**src/rtl/dmem_arbiter_pkg.sv**
```systemverilog
// Shared types for the data-memory arbiter: FSM states and read-return owner codes.
package dmem_arbiter_pkg;

  typedef enum logic [1:0] {
    ARB     = 2'd0,
    E_FORCE = 2'd1,
    E_BURST = 2'd2
  } arb_state_e;

  typedef enum logic [1:0] {
    OWN_NONE = 2'd0,
    OWN_P    = 2'd1,
    OWN_E    = 2'd2
  } rd_owner_e;

endpackage

```
**src/rtl/dmem_arbiter_sat_counter.sv**
```systemverilog
// Saturating up-counter; clr wins over inc, and clr with inc restarts the count at 1.
module dmem_arbiter_sat_counter #(
  parameter int unsigned WIDTH = 3,
  parameter int unsigned MAX   = 4
) (
  input  logic             clock,
  input  logic             reset,
  input  logic             inc,
  input  logic             clr,
  output logic [WIDTH-1:0] count
);

  localparam logic [WIDTH-1:0] MAX_V = WIDTH'(MAX);

  always_ff @(posedge clock or posedge reset) begin
    if (reset)                        count <= '0;
    else if (clr)                     count <= inc ? WIDTH'(1) : '0;
    else if (inc && (count < MAX_V))  count <= count + WIDTH'(1);
  end

endmodule

```
**src/rtl/dmem_arbiter.sv**
```systemverilog
// Arbitrates the single-port data memory between the pipeline M stage (priority)
// and the decryption engine, with starvation forcing and capped engine bursts.
module dmem_arbiter
  import dmem_arbiter_pkg::*;
#(
  parameter int unsigned DATA_W     = 32,
  parameter int unsigned ADDR_W     = 32,
  parameter int unsigned STARVE_MAX = 4,
  parameter int unsigned LOCK_MAX   = 16
) (
  input  logic              clock,
  input  logic              reset,
  input  logic              p_req,
  input  logic              p_wren,
  input  logic [ADDR_W-1:0] p_addr,
  input  logic [DATA_W-1:0] p_wdata,
  output logic              p_stall,
  output logic              p_rvalid,
  output logic [DATA_W-1:0] p_rdata,
  input  logic              e_req,
  input  logic              e_wren,
  input  logic              e_lock,
  input  logic [ADDR_W-1:0] e_addr,
  input  logic [DATA_W-1:0] e_wdata,
  output logic              e_gnt,
  output logic              e_rvalid,
  output logic [DATA_W-1:0] e_rdata,
  output logic [ADDR_W-1:0] address_dmem,
  output logic [DATA_W-1:0] data,
  output logic              wren,
  input  logic [DATA_W-1:0] q_dmem
);

  localparam int unsigned SW = $clog2(STARVE_MAX + 1);
  localparam int unsigned LW = $clog2(LOCK_MAX + 1);

  arb_state_e    state_q, state_d;
  rd_owner_e     rd_owner_q;
  logic [SW-1:0] starve_cnt;
  logic [LW-1:0] lock_cnt;
  logic          p_win, e_win, use_arb;
  logic          starve_inc, starve_clr, lock_inc, lock_clr;

  always_ff @(posedge clock or posedge reset) begin
    if (reset) state_q <= ARB;
    else       state_q <= state_d;
  end

  // Grant decode and next state; E_FORCE/E_BURST fall back to plain ARB rules when they cannot serve the engine.
  always_comb begin
    state_d    = state_q;
    p_win      = 1'b0;
    e_win      = 1'b0;
    use_arb    = 1'b0;
    starve_inc = 1'b0;
    starve_clr = 1'b0;
    lock_inc   = 1'b0;
    lock_clr   = 1'b0;

    unique case (state_q)
      ARB: use_arb = 1'b1;
      E_FORCE: begin
        starve_clr = 1'b1;
        if (e_req) begin
          e_win = 1'b1;
          if (e_lock) begin
            state_d  = E_BURST;
            lock_clr = 1'b1;
            lock_inc = 1'b1;
          end else begin
            state_d = ARB;
          end
        end else begin
          use_arb = 1'b1;
        end
      end
      E_BURST: begin
        if (e_req && e_lock && (lock_cnt < LW'(LOCK_MAX))) begin
          e_win    = 1'b1;
          lock_inc = 1'b1;
        end else begin
          use_arb  = 1'b1;
          lock_clr = 1'b1;
        end
      end
      default: state_d = ARB;
    endcase

    if (use_arb) begin
      state_d = ARB;
      if (p_req) begin
        p_win = 1'b1;
        if (e_req) begin
          starve_inc = 1'b1;
          if (starve_cnt >= SW'(STARVE_MAX - 1)) state_d = E_FORCE;
        end
      end else if (e_req) begin
        e_win      = 1'b1;
        starve_clr = 1'b1;
        if (e_lock) begin
          state_d  = E_BURST;
          lock_clr = 1'b1;
          lock_inc = 1'b1;
        end
      end
    end

    // Nothing is granted while reset is held, so every output reads zero.
    if (reset) begin
      p_win = 1'b0;
      e_win = 1'b0;
    end
  end

  dmem_arbiter_sat_counter #(.WIDTH(SW), .MAX(STARVE_MAX)) u_starve_cnt (
    .clock (clock),
    .reset (reset),
    .inc   (starve_inc),
    .clr   (starve_clr),
    .count (starve_cnt)
  );

  dmem_arbiter_sat_counter #(.WIDTH(LW), .MAX(LOCK_MAX)) u_lock_cnt (
    .clock (clock),
    .reset (reset),
    .inc   (lock_inc),
    .clr   (lock_clr),
    .count (lock_cnt)
  );

  // Remember who issued the read so next cycle's q_dmem goes to the right requester.
  always_ff @(posedge clock or posedge reset) begin
    if (reset)                 rd_owner_q <= OWN_NONE;
    else if (p_win && !p_wren) rd_owner_q <= OWN_P;
    else if (e_win && !e_wren) rd_owner_q <= OWN_E;
    else                       rd_owner_q <= OWN_NONE;
  end

  assign p_stall      = p_req && !p_win && !reset;
  assign e_gnt        = e_win;
  assign address_dmem = p_win ? p_addr  : (e_win ? e_addr  : '0);
  assign data         = p_win ? p_wdata : (e_win ? e_wdata : '0);
  assign wren         = p_win ? p_wren  : (e_win && e_wren);

  assign p_rvalid = (rd_owner_q == OWN_P);
  assign e_rvalid = (rd_owner_q == OWN_E);
  assign p_rdata  = p_rvalid ? q_dmem : '0;
  assign e_rdata  = e_rvalid ? q_dmem : '0;

endmodule

```
**config.mk**
```make
export PLATFORM = sky130hd
export DESIGN_NAME = dmem_arbiter
export DESIGN_NICKNAME = d
export VERILOG_FILES = /design/src/rtl/dmem_arbiter_pkg.sv /design/src/rtl/dmem_arbiter_sat_counter.sv /design/src/rtl/dmem_arbiter.sv
export SDC_FILE = /design/constraint.sdc
export NUM_CORES = 1
export LEC_CHECK = 0
export ABC_AREA = 1
export BUFFER_PORTS_ARGS = -buffer_cell sky130_fd_sc_hd__buf_2
export CAP_MARGIN = 5
export CORE_AREA = 2 2 116 118
export CTS_CLUSTER_SIZE = 14
export DETAILED_ROUTE_END_ITERATION = 12
export DIE_AREA = 0 0 118 120
export SLEW_MARGIN = 40
export SYNTH_ARGS = -nofsm -noshare
export SYNTH_HDL_FRONTEND = slang
export SYNTH_SLANG_ARGS = --single-unit
export TNS_END_PERCENT = 100
```
**constraint.sdc**
```tcl
create_clock -name clock -period 1.8 [get_ports clock]
set_input_delay 0.18 -clock clock [delete_from_list [all_inputs] [get_ports clock]]
set_output_delay 0.18 -clock clock [all_outputs]
set_load 0.05 [all_outputs]
```
### Word-level counts from Yosys, hierarchy flattened

Cells that the tools add are included.

| storage, ports and cells | value |
|---|---|
| output and inout bits | 133 |
| bits in registers | 12 |
| logic and storage cells | 87 |

| operators by class | value |
|---|---|
| equality and inequality tests | 6 |
| magnitude comparators | 3 |
| add/subtract/negate cells | 2 |
| reductions and logical operators | 18 |
| mux-type cells | 54 |

Operators with widths:

| kind | count |
|---|---|
| 32-bit two-way mux | 6 |
| 1-bit two-way mux | 32 |
| 2-bit two-way mux | 7 |
| 5-bit two-way mux | 2 |
| 1-bit logical AND | 9 |
| 3-bit two-way mux | 2 |
| 1-bit one-hot mux with 2 select lines | 3 |
| 5-bit by 1-bit adder with 5-bit output (second input constant) | 1 |
| 5-bit < comparator (second input constant) | 1 |
| 2-bit by 1-bit == test with 1-bit output (second input constant) | 2 |
| 2-bit == test (second input constant) | 2 |
| 1-bit logical NOT | 4 |
| 2-bit one-hot mux with 2 select lines | 1 |
| 2-bit nonzero test | 2 |
| 3-bit by 1-bit adder with 3-bit output (second input constant) | 1 |
| 3-bit by 2-bit >= comparator with 1-bit output (second input constant) | 1 |
| 3-bit < comparator (second input constant) | 1 |
| 3-bit inequality test (second input constant) | 1 |
| 1-bit one-hot mux with 3 select lines | 1 |
| 2-bit logical NOT | 1 |
| 2-bit by 1-bit inequality test with 1-bit output (second input constant) | 1 |
| 2-bit AND reduction | 1 |
| 2-bit OR reduction | 1 |

### Logic depth before layout (Yosys ltp)

| depth | value |
|---|---|
| depth after elaboration | 11 |
| mapped depth | 10 |

### Hierarchy

Synthesis repeated with hierarchy kept, for this count alone.

| second synthesis, totals | value |
|---|---|
| cell total of the unflattened synthesis | 433 |
| area, all modules | 2280.9 um^2 |

Modules (own cells, without submodules):

| module | area each (um^2) | times used | cells an instance |
|---|---|---|---|
| dmem_arbiter | 1856.8 | 1 | 380 |
| dmem_arbiter_sat_counter (u_lock_cnt) | 272.8 | 1 | 34 |
| dmem_arbiter_sat_counter (u_starve_cnt) | 151.4 | 1 | 19 |

### Least setup slack after synthesis

Ideal clock, no wire load.

| timing path | value |
|---|---|
| path kind | register to output |
| start point | reg state_q[1] |
| end point | out address_dmem[10] |
| arrival time | 2.404 ns |
| stages on the path, launching flop included | 10 |
| path slack | -0.784 ns |
| path buffers | 1 |
| required time | 1.620 ns |
| cell sequence | dfrtp_1 > inv_1 > ha_1 > inv_1 > o21ai_0 > nand2_1 > nand2_2 > nand2_2 > buf_2 > o21ai_0 |

| on the way | value |
|---|---|
| word-level cells in the longest chain between the ends | 8 |
| elaborated cells on any way between the ends | 13 |
| those cells by class | eq/ne (2); mux (10); reduce/logical (1) |

Ends and longest elaborated chain:

| element | RTL line | RTL |
|---|---|---|
| from (decl) | dmem_arbiter.sv:37 | `arb_state_e state_q, state_d;` |
| from (signal assigned) | dmem_arbiter.sv:46 | `else state_q <= state_d;` |
| 2-bit == test / 2-bit by 1-bit == test with 1-bit output (equally long branches) | dmem_arbiter.sv:60 | `unique case (state_q)` |
| 1-bit one-hot mux with 2 select lines | dmem_arbiter.sv:60 |  |
| 1-bit two-way mux | dmem_arbiter.sv:97 | `end else if (e_req) begin` |
| 1-bit two-way mux | dmem_arbiter.sv:91 | `if (p_req) begin` |
| 1-bit two-way mux | dmem_arbiter.sv:89 | `if (use_arb) begin` |
| 1-bit two-way mux | dmem_arbiter.sv:109 | `if (reset) begin` |
| 32-bit two-way mux | dmem_arbiter.sv:141 | `assign address_dmem = p_win ? p_addr : (e_win ? e_addr : '0);` |
| 32-bit two-way mux * | dmem_arbiter.sv:141 |  |
| to (decl) | dmem_arbiter.sv:28 | `output logic [ADDR_W-1:0] address_dmem,` |

Mark *: on every way between the ends. The rest lies on a longest branch, timed or not.

### Worst setup path in the final report

| timing path | value |
|---|---|
| start point | reg state_q[0] |
| end point | out data[17] |

| on the way | value |
|---|---|
| word-level cells in the longest chain between the ends | 8 |
| elaborated cells on any way between the ends | 13 |
| those cells by class | eq/ne (2); mux (10); reduce/logical (1) |

Ends and longest elaborated chain:

| element | RTL line | RTL |
|---|---|---|
| 2-bit == test / 2-bit by 1-bit == test with 1-bit output (equally long branches) | dmem_arbiter.sv:60 |  |
| 1-bit one-hot mux with 2 select lines | dmem_arbiter.sv:60 |  |
| 1-bit two-way mux | dmem_arbiter.sv:97 |  |
| 1-bit two-way mux | dmem_arbiter.sv:91 |  |
| 1-bit two-way mux | dmem_arbiter.sv:89 |  |
| 1-bit two-way mux | dmem_arbiter.sv:109 |  |
| 32-bit two-way mux | dmem_arbiter.sv:142 | `assign data = p_win ? p_wdata : (e_win ? e_wdata : '0);` |
| 32-bit two-way mux * | dmem_arbiter.sv:142 |  |
| to (decl) | dmem_arbiter.sv:29 | `output logic [DATA_W-1:0] data,` |

Marked as above.

==> key figures <==
Outcome
  – Status: complete, but fails checks
  – Failing checks: setup timing

Setup path
  – CP max stage delay: 430 ps
  – CP Max Fanout: 13
  – CP max-delay cell: dfrtp_2
  – R2r worst-path depth: 10
  – Critical path class: register to output pin
  – Setup crit start kind: register
  – WP data required: approximately 1600 ps
  – Crit end category: output pin
  – Critical Path, Cell by Cell: inv_2 -> ha_4 -> nand4_1 -> o21ai_1 -> nand2_1 -> nand2_4 -> nand2_8 -> buf_12 -> o21ai_4 -> buf_6
  – Worst EP arrival: 2020 ps

Pwr
  – PD cells: 697.3 nW/um^2
  – Int Power: 1.824 mW
  – Reg power frac: 9.3%
  – Clk pwr share: 11.8%
  – Maximum VDD drop: slightly above 0.4 mV
  – Switching share of power: 54.54%
  – Psw: 2.189 mW
  – Combinational power share: around 79%
  – Leakage: 3.110 nW

Flow run
  – Maxcap violations: 0

Final layout
  – FILL cells: 1313
  – Area Growth Syn to Fin: 151.4%
  – Antenna cells: 0
  – Proportion of layout cells with a drive suffix above 1: 61.15%
  – Fin area: 5756 sq um
  – Final nets: about 940
  – Post-Layout Cell Count: around 940

Logic synthesis
  – Largest family of logic cells by synthesized area: simple AND/OR/NAND/NOR gates
  – Top cell type's share of synthesized area: 27.05%
  – Simple-gate portion of the synthesized area: 46.83%
  – Register area share after synthesis: a little over an eighth
  – Synth unique cells: 24
  – Synth Area in Adders: 3.825%
  – Synth Net Count: 619
  – Ranking of synthesized cells by area: nand2_1 27%, dfrtp_1 13%, nor2_1 13%, inv_1 8.7%, o21ai_1 8.5%
  – FF+latch count, synth: 12
  – Post-synthesis xor/xnor area fraction: 0%
  – Multiplexer share of the synthesized area: 0%
  – Synth warnings: 0
  – Syn Inst Count: approximately 450
  – Complex-gate fraction of the synthesized area: between 10% and 20%
  – Leading area contributor after synthesis: nand2_1
  – Post-synthesis cell area: 2290 sq um
  – Syn_area_per_cell: between 5 and 6 sq um

STA
  – Setup ws final: -395.8 ps
  – Skew final: 2.886 ps
  – Setup-failing EPs final: 67
  – Fmax: 455.4 MHz
  – Worst slew pin tran: between 300 and 400 ps
  – Max Slew Vio Count: 0
  – Final period util: 122.0%
  – Min Tclk post-route: about 2200 ps
  – Unrepaired setup endpoints after global routing: yes
  – Hold Violations, Final: 0
  – Slew headroom: 74.02%

Drt
  – Initial DRC Count: around 150
  – Via count: 3932
  – Detailed Route WL: 12570 microns
  – DRC: 0
  – DRT Pass-1 Iters: 4
  – Antenna viol nets, final: 0
  – Vias/cell: ~4.2
  – Avg WL per Cell: ~13 microns

Placement
  – Placer congestion estimate: between 0.8 and 0.9
  – Placed cell count: 928
  – Hpwl dp: 9985 microns
  – Setup WS pre-CTS: -227.4 ps
  – Placed Area: 5044 sq um
  – Buffers on Ports: 299

Clock network
  – TritonCTS clock tree: built
  – Clock buffer depth: 2
  – Clock Pin Slew Worst Setup and Hold Paths: ~50 ps
  – Skew-Pair Late Insertion Delay: ~250 ps
  – # clock sinks: 12
  – CTS Hold Bufs: 0
  – H-tree level count: 1
  – Root buf cell: clkbuf_16
  – Number of buffers created by CTS: 3

GRT
  – Vias in the first global route: 3774
  – Total track usage: 16.27%
  – GRT overflow: 0
  – Initial antenna violation count: 0
  – First-pass GRT wire length: 19020 microns
  – Largest net degree at the start of global routing: 45

Die
  – Die height: 120 microns
  – Die W: approximately 120 microns
  – Initial Util: 17.64%
  – CORE AREA: between 10000 and 15000 sq um
  – Ports: 300
  – Area of the die: 14160 sq um
  – Row count: 42

Worst hold path
  – Hold WC Path Type: input port to register
  – Hold depth: 2
flip-flops by register name, indices dropped and copies added, names as in the netlist:
register,cells
u_lock_cnt.count,5
u_starve_cnt.count,3
rd_owner_q,2
state_q,2
repair_timing:
item | in CTS | in global routing
buffers inserted | 1 | 2
pin swaps | 2 | 4
cloned | 1 | 2
endpoints found under the setup margin | 67 | 93
resized for setup | 142 | 25
path summary, 6_finish.rpt:
path | startpoint | to | slack, ps
min | e_wren | rd_owner_q[1] | 130
max | state_q[0] | data[17] | -400
min in group asynchronous | reset | state_q[1] | 310
max in group asynchronous | reset | state_q[0] | 1310
min reg2reg | u_starve_cnt.count[2] | u_starve_cnt.count[2] | 490
max reg2reg | state_q[0] | rd_owner_q[1] | 60
final cells by class:
cell class	instances	area [sq um]	share of cell area (%)
clock buffer	4	88.84	1.543
timing repair buffer	339	2444	42.46
inverter	56	219.0	3.804
sequential	12	302.8	5.261
tap	176	220.2	3.826
multi-input combinational	351	2481	43.11
through the flow:
| step | util (%) | power, mW | hold slack [ps] | setup TNS (ps) |
|---|---|---|---|---|
| finish | 44.34 | 4.013 | 127.3 | -23740 |
| global route | 44.34 | 4.247 | 138.1 | -30660 |
| CTS | 43.22 | 3.947 | 103.8 | -25300 |
| detailed placement | 38.86 | 3.147 | 365.1 | -12350 |
| global placement | 38.86 | 3.133 | 366.1 | -10750 |
| floorplan | - | 2.425 | 68.60 | -3740 |
worst max-delay path: cells and delay by family (launching register included):
family          cells  cell delay (ps)
buf+inv             3              470
simple gates        4              470
compound gates      2              250
fa+ha+maj           1              140
flops               1              430
synthesized netlist by cell type, drive strengths merged:
library cell,n
a21oi,5
ha,7
buf,20
nand2,168
nand4,3
inv,56
nor3,2
clkbuf,7
o21ai,67
dfrtp,12
nand3,16
o21a,1
nor2,79
and3,1
a21boi,1
routing by layer:
| metal | wire length [microns] | GRT usage, % | vias to the layer above |
|---|---|---|---|
| met2 | 6405 | 29.83 | 171 |
| met1 | 5268 | 20.05 | 1742 |
| met3 | 699 | 2.329 | 17 |
| li1 | - | - | 2002 |
| met4 | 198 | 3.690 | 0 |
| met5 | 0 | 0 | - |
cells by family after synthesis:
group,count (synthesis)
simple gates,269
fa+ha+maj,7
buf+inv,83
compound gates,74
flops,12
layout by cell type, fill, tap and decap left out, types with 3 or more instances in the layout:
master	n
buf_2	232
nand2_1	160
o21ai_4	61
buf_6	61
inv_1	48
nor2_1	47
buf_4	22
nor2_2	21
nand3_1	14
buf_8	12
nor2_4	11
buf_12	10
dfrtp_1	10
inv_2	5
nand2_2	5
clkbuf_16	5
a21oi_1	4
ha_1	4
nand4_1	3
o21ai_2	3
power by group through the flow:
stage | logic (mW) | registers, mW | clock network, mW
floorplan | 2.06 | 0.364 | 0
global placement | 2.76 | 0.374 | 0
detailed placement | 2.77 | 0.375 | 0
CTS | 3.08 | 0.373 | 0.491
global route | 3.37 | 0.380 | 0.501
finish | 3.17 | 0.373 | 0.473
No activity file was read; power rests on OpenSTA's default activity.
